==> config.mk <==
export PLATFORM = sky130hd
export DESIGN_NAME = gf180mcu_osu_sc_12t_cgctl_1
export DESIGN_NICKNAME = d
export VERILOG_FILES = /design/src/rtl/gf180mcu_osu_sc_12t_cgctl_1.sv
export SDC_FILE = /design/constraint.sdc
export NUM_CORES = 1
export LEC_CHECK = 0
export BUFFER_PORTS_ARGS = -buffer_cell sky130_fd_sc_hd__buf_2
export CAP_MARGIN = 5
export CORE_ASPECT_RATIO = 1.1
export CORE_UTILIZATION = 50
export DETAILED_ROUTE_END_ITERATION = 12
export PLACE_DENSITY = 0.68
export SLEW_MARGIN = 10
export SYNTH_ARGS = -nofsm -noshare
export SYNTH_HDL_FRONTEND = slang
export SYNTH_SLANG_ARGS = --single-unit
==> constraint.sdc <==
create_clock -name CLK -period 2 [get_ports CLK]
set_input_delay 0 -clock CLK [delete_from_list [all_inputs] [get_ports CLK]]
set_output_delay 0 -clock CLK [all_outputs]
set_load 0.005 [all_outputs]
==> src/rtl/gf180mcu_osu_sc_12t_cgctl_1.sv <==
// Clock-gate enable controller for the 12T and2 gating cell.
// A consumer requests the gated clock with a REQ/ACK handshake. The block
// runs a wake settle period before acknowledging, keeps the clock alive
// while BUSY is high, and shuts the clock off after an idle timeout.
// EN is re-timed on the falling edge, so CLK & EN never produces a runt pulse.
//
// state | meaning
// ------+-----------------------------------------------------------
// OFF   | gated clock stopped, EN low, waiting for REQ or FORCE
// WAKE  | EN high, clock settling for WAKE_CYCLES, ACK still low
// ON    | clock granted, ACK high
// DRAIN | no request or activity, counting IDLE_CYCLES toward OFF
module gf180mcu_osu_sc_12t_cgctl_1 #(
    parameter int WAKE_CYCLES = 2,
    parameter int IDLE_CYCLES = 16,
    parameter int CW          = 8
) (
    input  logic       CLK,
    input  logic       RN,
    input  logic       REQ,
    input  logic       BUSY,
    input  logic       FORCE,
    output logic       ACK,
    output logic       EN,
    output logic [1:0] STATE
);

    typedef enum logic [1:0] {
        S_OFF   = 2'b00,
        S_WAKE  = 2'b01,
        S_ON    = 2'b10,
        S_DRAIN = 2'b11
    } state_t;

    // A state that must last N cycles loads N-1 and exits when the count hits 0.
    localparam logic [CW-1:0] WAKE_LOAD = CW'(WAKE_CYCLES - 1);
    localparam logic [CW-1:0] IDLE_LOAD = CW'(IDLE_CYCLES - 1);

    state_t        r_state;
    logic [CW-1:0] r_cnt;
    logic          r_ack;
    logic          r_en_q;
    logic          r_en;

    logic w_want;
    logic w_idle;
    logic w_cnt_zero;

    assign w_want     = REQ | FORCE;
    assign w_idle     = ~REQ & ~BUSY & ~FORCE;
    assign w_cnt_zero = (r_cnt == '0);

    // State, timer and registered outputs; ACK and en_q track the next state.
    always_ff @(posedge CLK) begin
        if (!RN) begin
            r_state <= S_OFF;
            r_cnt   <= '0;
            r_ack   <= 1'b0;
            r_en_q  <= 1'b0;
        end else begin
            case (r_state)
                S_OFF: begin
                    if (w_want) begin
                        r_state <= S_WAKE;
                        r_cnt   <= WAKE_LOAD;
                        r_en_q  <= 1'b1;
                    end
                end
                S_WAKE: begin
                    if (w_cnt_zero) begin
                        r_state <= S_ON;
                        r_ack   <= 1'b1;
                    end else begin
                        r_cnt <= r_cnt - CW'(1);
                    end
                end
                S_ON: begin
                    if (w_idle) begin
                        r_state <= S_DRAIN;
                        r_cnt   <= IDLE_LOAD;
                        r_ack   <= 1'b0;
                    end
                end
                S_DRAIN: begin
                    // A late request beats expiry, so EN never drops on a re-request.
                    if (w_want) begin
                        r_state <= S_ON;
                        r_ack   <= 1'b1;
                    end else if (BUSY) begin
                        r_cnt <= IDLE_LOAD;
                    end else if (w_cnt_zero) begin
                        r_state <= S_OFF;
                        r_en_q  <= 1'b0;
                    end else begin
                        r_cnt <= r_cnt - CW'(1);
                    end
                end
                default: begin
                    r_state <= S_OFF;
                    r_cnt   <= '0;
                    r_ack   <= 1'b0;
                    r_en_q  <= 1'b0;
                end
            endcase
        end
    end

    // Re-time the enable into the CLK-low phase so the and2 output stays clean.
    always_ff @(negedge CLK) begin
        r_en <= r_en_q;
    end

    assign ACK   = r_ack;
    assign EN    = r_en;
    assign STATE = r_state;

endmodule

==> flow_summary.ini, run 1 <==
[place]
numPortBuffers = 8
gp_congestion = 0.836
hpwl_um = 1310

[worst_setup_path]
crit_required_ns = 2.00
crit_slowest_cell = dfxtp_1
crit_end = EN
path_cells = buf_2
cpPeakStageDelay_ns = 0.29
start_kind = flip-flop
reg2reg_from = r_cnt[2]
end_kind = output port
reg2reg_slack_ns = 0.35
crit_start = EN
r2r_cells = 4
crit_type = flip-flop to output port
timing.critical_path.max_delay_family = flip-flops
worstPathMaxFanout = 1
path_buf_inv = 1
r2r-end = r_cnt[1]
crit_cells = 1
arrival_ns = 1.75

[yosys]
synth_commonest_cells = 13 x dfxtp_1, 9 x nand2_1, 8 x nand4_1
synth.most_common_cell = dfxtp_1
syn_area_per_cell_um2 = 8.40
synth-compound-area-share = 0.282
async_flop_share = 0
ys_seq_area_frac = 0.337
synthXorXnorAreaFrac = 0.0227
ys_warn_count = 0
synth_edf_count = 0
ys_ff_latch = 13
synth_nets = 98
synthAdderAreaFrac = 0.0162
synthMuxAreaShare = 0
synth_cell_types = 39
yosysTopAreaCell = dfxtp_1
synth_top_family_by_area = simple AND/OR/NAND/NOR gates
synth_cells = 92
synth_area_leaders = dfxtp_1 34%, nand4_1 6.5%, nand2_1 4.4%, inv_1 3.4%, o21ai_0 3.2%
yosysTopAreaCellShare = 0.337
yosys_most_used_dff = dfxtp_1
yosys.area_share.simple = 0.288
syn_area_um2 = 773

[power]
irDropWorstVdd_v = 0.00101
p_leak_nw = 0.362
total_power_w = 0.00168
powerDensity_nw_per_um2 = 1960

[floorplan]
die_y_um = 43.2
die_area_um2 = 1710
rows = 14
initial_utilization = 0.552
die_w_um = 39.5
ios = 9
core_area_um2 = 1400

[cells_and_area]
multiInputGateArea_um2 = 470
area_growth_pct = 11.0
finalNetCount = 109
fillers = 138
antenna_cells = 0
drive_gt1_frac = 0.186
regArea_um2 = 260

[routing]
drtIter0Drc = 36
num_vias = 749
viasPerCell = 6.35
wl_per_cell_um = 15.2
drt_pre_antenna_iters = 4
wl_um = 1790
drc_errors = 0
antenna_left = 0

[clocking]
post_cts_resize_count = 0
clockBufferDepth = 2
cts-htree-levels = 1
cts_sinks = 13
cts_buffers = 3
cts_setup_buffers = 0
cts_tree = built
clk_pin_slew_ns = 0.08
ctsRootBufferMaster = clkbuf_4
clkLatencyLatePin_ns = 0.34
hold_buffers = 0

[sta]
tightest_slew_ns = 0.517
slew_headroom = 0.653
setup_viol = 0
skew_ns = 0.0569
drv_slew = 0
rsz0062_at_grt = false
hold_viol_final = 0
finalSetupTns_ns = 0

[status]
status = finished, final reports clean

[grt]
antenna_found_initial = 0
grt.total_usage = 0.267
grt_pass1_vias = 668
globalRouteOverflowTotal = 0
grt_start_max_net_pins = 15
grt_pass1_wl_um = 3040

[hold_path]
hold_class = input port to flip-flop

[job]
maxCapViolCount = 0
==> cell families (layout without fill, tap and decap cells) <==
logic type,after synthesis,after routing
adder cells (fa/ha/maj),1,1
flip-flops,13,13
AO/OA/AOI/OAI,30,30
AND/OR/NAND/NOR,35,35
buffers and inverters,11,21
XOR/XNOR,2,2
==> flip-flops by register name (all words and copies together), names as in the netlist <==
name and cells:
EN 1, r_cnt 8, STATE 2, r_en_q 1, ACK 1
==> placed cells by master, fill, tap and decap left out, types with 2 or more instances in the layout <==
cell	count
a21boi_0	3
a21oi_1	4
buf_2	8
buf_4	2
clkbuf_4	3
dfxtp_1	13
inv_1	8
nand2_1	9
nand3_1	2
nand4_1	8
nor2_1	4
o211ai_1	2
o21ai_0	5
o221a_1	2
o311ai_1	2
or3_1	3
==> worst min path at each step <==
stage,from,endpoint,slack (ns),cells after the start
CTS,BUSY,STATE[0],0.05,2
finish,BUSY,STATE[0],0.06,2
global route,BUSY,STATE[0],0.05,2
detailed placement,BUSY,STATE[0],0.35,2
floorplan,RN,r_cnt[7],0.17,2
global placement,BUSY,STATE[0],0.34,2
==> power by group <==
group,internal [W],total (W),switching (W)
Sequential,0.000374,0.000531,0.000157
Combinational,0.000446,0.000977,0.000531
Clock,0.0000752,0.000171,0.0000960
==> stage by stage <==
step,setup slack [ns],cell area (um^2),hold WS [ns],util,instances
after global placement,0.396,832,0.337,0.594,114
after floorplan,0.571,773,0.165,-,92
final,0.255,858,0.0591,0.613,118
after CTS,0.236,858,0.0495,0.613,118
after global routing,0.197,858,0.0476,0.613,118
after detailed placement,0.362,832,0.351,0.594,114
==> area by class of cell <==
class                           instances  area share
Timing Repair Buffer                   10      0.0641
Sequential cell                        13       0.303
Clock inverter                          2     0.00875
Inverter                                6      0.0262
Tap cell                               16      0.0233
Multi-Input combinational cell         68       0.548
Clock buffer                            3      0.0262
==> per-layer routing <==
layer  wire (um)  global-route usage  share of wire  up-vias
li1            -                   -              -      375
met1         831               0.352           0.46      341
met2         805               0.370           0.45       24
met3          96              0.0995          0.054        9
met4          56               0.138          0.031        0
met5           0                   0              0        -
Note: power is estimated with default switching activity, not from simulation.
==> inputs of run 2 (changes only) <==
BUFFER_PORTS_ARGS = default   (was -buffer_cell sky130_fd_sc_hd__buf_2)
DONT_BUFFER_PORTS = 1   (was default)
PLACE_DENSITY = 0.63   (was 0.68)
clock period = 2.1 ns   (was 2 ns; I/O delays follow)
==> flow_summary.ini, run 2 (synthesized netlist as in run 1, its figures left out) <==
[power]
clkPwrFrac = 0.102
total_power_w = 0.00159
power_frac_seq = 0.318
p_sw_frac = 0.477
switchingPower_w = 0.000758
powerDensity_nw_per_um2 = 1900
p_leak_nw = 0.335
p_int_w = 0.000832
irDropWorstVdd_v = 0.000910
comb_power_share = 0.580

[sta]
finalSetupTns_ns = 0
drv_slew = 0
rsz0062_at_grt = false
tightest_slew_ns = 0.525
slew_headroom = 0.647
skew_ns = 0.0575
hold_viol_final = 0
setup_viol = 0

[grt]
grt_pass1_wl_um = 3030
grt.total_usage = 0.258
grt_pass1_vias = 669
globalRouteOverflowTotal = 0
busiest_layer = met2
antenna_found_initial = 0
use_met2 = 0.390
grt_start_max_net_pins = 15
grt_use_met3 = 0.0524
grt.met1_usage = 0.345

[routing]
drtIter0Drc = 32
num_vias = 728
antenna_left = 0
drt_pre_antenna_iters = 4
wl_per_cell_um = 16.8
drc_errors = 0
wl_um = 1880
viasPerCell = 6.50

[clocking]
ctsRootBufferMaster = clkbuf_4
cts_setup_buffers = 0
post_cts_resize_count = 0
cts_buffers = 3
clk_pin_slew_ns = 0.09
cts_tree = built
cts-htree-levels = 1
clockBufferDepth = 2
clkLatencyLatePin_ns = 0.34
cts_sinks = 13

[cells_and_area]
layout_common_cells = 13 x dfxtp_1, 9 x nand2_1, 8 x inv_1, 8 x nand4_1, 5 x o21ai_0
final_area_um2 = 838
final_core_util = 0.598
antenna_cells = 0
finalNetCount = 103
drive_gt1_frac = 0.115
area_growth_pct = 8.41
largest_reg_flops = 8
final_common_cell = dfxtp_1
regMostFlops = r_cnt

[worst_setup_path]
crit_type = flip-flop to output port
worstPathMaxFanout = 1
start_kind = flip-flop
arrival_ns = 1.70
end_kind = output port
crit_required_ns = 2.10

[place]
gp_congestion = 0.869
hpwl_um = 1270
numPortBuffers = 0
dpl-instance-area_um2 = 792

[hold_path]
hold_class = input port to flip-flop

[floorplan]
rows = 14
core_area_um2 = 1400
ios = 9
die_area_um2 = 1710
initial_utilization = 0.552
die_y_um = 43.2
die_w_um = 39.5

[status]
status = finished, final reports clean

[job]
maxCapViolCount = 0
==> run 2: cell count changes in the layout (fill, tap and decap cells not counted) <==
cell	change
buf_2	-8
dlygate4sd3_1	+2
==> run 2: power by group through the flow <==
| stage | sequential [W] | clock [W] | combinational (W) |
|---|---|---|---|
| floorplan | 0.000468 | 0.00000596 | 0.000735 |
| global placement | 0.000500 | 0.00000596 | 0.000884 |
| detailed placement | 0.000504 | 0.00000596 | 0.000891 |
| CTS | 0.000500 | 0.000165 | 0.000904 |
| global route | 0.000521 | 0.000174 | 0.00101 |
| finish | 0.000506 | 0.000163 | 0.000922 |
==> run 2: final cells by class <==
type	instances	area (um^2)
multi-input combinational	68	470
fill	127	563
inverter	6	22.5
clock buffer	3	22.5
clock inverter	2	7.51
tap	16	20.0
timing repair buffer	4	35.0
sequential	13	260
==> run 2: what timing repair did <==
| action | 4_1_cts | 5_1_grt |
|---|---|---|
| endpoints found under the setup margin | 0 | 0 |
| hold buffers | 2 | 0 |
| hold endpoints to repair | 12 | 0 |
==> run 2: per-layer routing <==
layer,part of all wire,wire [um]
met1,0.46,871
met2,0.44,836
met3,0.066,124
met4,0.028,53
met5,0,0
==> run 2: final timing paths <==
path / start / end / slack [ns] / cells past startpoint
worst max-delay path: EN / EN / 0.40 / 0
worst min register to register: r_en_q / r_en_q / 0.51 / 2
worst max register to register: r_cnt[2] / r_cnt[1] / 0.43 / 4
worst min-delay path: BUSY / r_cnt[2] / 0.05 / 3
==> run 2: metrics by stage <==
stage / setup slack (ns) / std cells / hold WS (ns)
CTS: 0.397 / 112 / 0.0564
finish: 0.400 / 112 / 0.0502
floorplan: 0.658 / 92 / 0.165
detailed placement: 0.484 / 106 / 0.131
global placement: 0.505 / 106 / 0.122
global route: 0.350 / 112 / 0.0797
==> inputs of run 3 (changes only) <==
PLACE_DENSITY = 0.66   (was 0.63)
clock period = 1.4 ns   (was 2.1 ns; I/O delays follow)
==> flow_summary.ini, run 3 (synthesized netlist as in run 1, its figures left out) <==
[sta]
setup_viol = 4
fmaxAchievable_ghz = 0.661
fin_crit_ns = 1.51
setup_slack_ns = -0.114
tightest_slew_ns = 0.475
slew_headroom = 0.682
drv_slew = 0
fin_crit_sh = 1.08
rsz0062_at_grt = true
skew_ns = 0.0573
hold_viol_final = 0

[routing]
drtIter0Drc = 30
dr.max_layer_used = met4
num_vias = 818
wirelength_met1_um = 967
viasPerCell = 6.24
antenna_left = 0
wl_per_cell_um = 15.1
dr_wl_met2_um = 897
wl_um = 1980
drt_pre_antenna_iters = 4
routed-wl-met3_um = 91
drc_errors = 0

[worst_setup_path]
timing.critical_path.max_delay_family = simple AND/OR/NAND/NOR gates
path_buf_inv = 1
reg2reg_slack_ns = -0.11
crit_slowest_cell = nor4_4
crit_type = flip-flop to flip-flop
path_cells = nor4_4, nor4b_4, buf_4, a221oi_2, o21a_1
end_kind = flip-flop
crit_required_ns = 1.58
worstPathMaxFanout = 4
start_kind = flip-flop
r2r-end = r_cnt[0]
reg2reg_from = r_cnt[3]
arrival_ns = 1.69
r2r_cells = 5
cpPeakStageDelay_ns = 0.36

[floorplan]
core_area_um2 = 1400
rows = 14
die_y_um = 43.2
die_area_um2 = 1710
ios = 9
die_w_um = 39.5
initial_utilization = 0.552

[cells_and_area]
regMostFlops = r_cnt
final_area_um2 = 1030
final_common_cell = buf_4
largest_reg_flops = 8
layout_common_cells = 20 x buf_4, 9 x nand2_1, 8 x dfxtp_1, 8 x nand4_1, 7 x inv_1
fillers = 122
final_core_util = 0.732
finalNetCount = 122
area_growth_pct = 32.7
antenna_cells = 0
drive_gt1_frac = 0.374

[status]
status = complete, but fails checks
violations = negative setup slack

[hold_path]
hold_end = STATE[0]
hold_class = input port to flip-flop
hold_depth = 4
worstHoldStart = REQ

[power]
p_leak_nw = 0.443
total_power_w = 0.00310
clkPwrFrac = 0.082
p_sw_frac = 0.427
powerDensity_nw_per_um2 = 3020
p_int_w = 0.00178
switchingPower_w = 0.00132
power_frac_seq = 0.242
irDropWorstVdd_v = 0.00160
comb_power_share = 0.675

[clocking]
cts_sinks = 13
clkLatencyLatePin_ns = 0.34
cts-htree-levels = 1
cts_buffers = 3
clockBufferDepth = 2
ctsRootBufferMaster = clkbuf_4
clk_pin_slew_ns = 0.10
cts_tree = built

[grt]
grt_pass1_vias = 729
globalRouteOverflowTotal = 0
grt.total_usage = 0.277
grt_pass1_wl_um = 3310
antenna_found_initial = 0
grt_start_max_net_pins = 14

[place]
numPortBuffers = 0
dpl-instance-area_um2 = 922
hpwl_um = 1390
gp_congestion = 0.838

[job]
maxCapViolCount = 0
==> run 3: cell count changes in the layout (fill, tap and decap cells not counted), moves of 3 or more <==
cell     previous run  this run
buf_4               2        20
dfxtp_1            13         8
dfxtp_2             0         5
o21ai_0             5         2
o21ai_2             0         3
==> run 3: tightest hold or removal path: cells and delay by family <==
family	cells	cell delay, ns
AOI/OAI and AO/OA	3	0.27
and+or+nand+nor	1	0.06
==> run 3: metal layers <==
metal / global-route usage / vias to the layer above
li1: - / 401
met1: 0.387 / 390
met2: 0.397 / 23
met3: 0.0838 / 4
met4: 0.0897 / 0
met5: 0 / -
==> run 3: layout make-up <==
cell class              count  area (um^2)  area share
well taps                  16         20.0      0.0195
flip-flops and latches     13          267       0.260
inverters                   6         22.5      0.0220
repair buffers             23          181       0.177
clock inverters             2         8.76     0.00854
multi-input cells          68          504       0.491
clock buffers               3         22.5      0.0220
==> run 3: stage by stage <==
step	worst slack (ns)	hold slack [ns]	instances	setup TNS, ns
2_1_floorplan	-0.000918	0.165	92	-0.000918
3_3_place_gp	-0.124	0.124	123	-0.249
3_5_place_dp	-0.123	0.123	123	-0.333
4_1_cts	-0.119	0.0807	130	-0.302
5_1_grt	-0.185	0.100	131	-1.10
6_report	-0.114	0.0816	131	-0.341
==> run 3: how the worst max path moves through the flow <==
stage	start	endpoint	slack [ns]	cells past startpoint
5_1_grt	r_cnt[3]	r_cnt[0]	-0.19	5
6_report	r_cnt[3]	r_cnt[0]	-0.11	5
2_1_floorplan	r_cnt[5]	STATE[0]	-0.0009	4
3_5_place_dp	r_cnt[5]	STATE[0]	-0.12	4
4_1_cts	r_cnt[3]	STATE[0]	-0.12	4
3_3_place_gp	r_cnt[5]	STATE[0]	-0.12	4
==> run 3: power groups by stage <==
stage	combinational [W]	clock (W)	sequential, W
3_5_place_dp	0.00175	0.00000894	0.000740
3_3_place_gp	0.00173	0.00000894	0.000737
2_1_floorplan	0.00110	0.00000894	0.000708
4_1_cts	0.00191	0.000259	0.000746
5_1_grt	0.00229	0.000278	0.000777
6_report	0.00209	0.000255	0.000752
==> run 3: what timing repair did <==
item	in CTS	in global routing
setup buffers	1	1
endpoints found under the hold margin	12	0
gates resized for setup	8	8
pin swaps	3	5
setup endpoints to repair	10	12
hold buffers	2	0
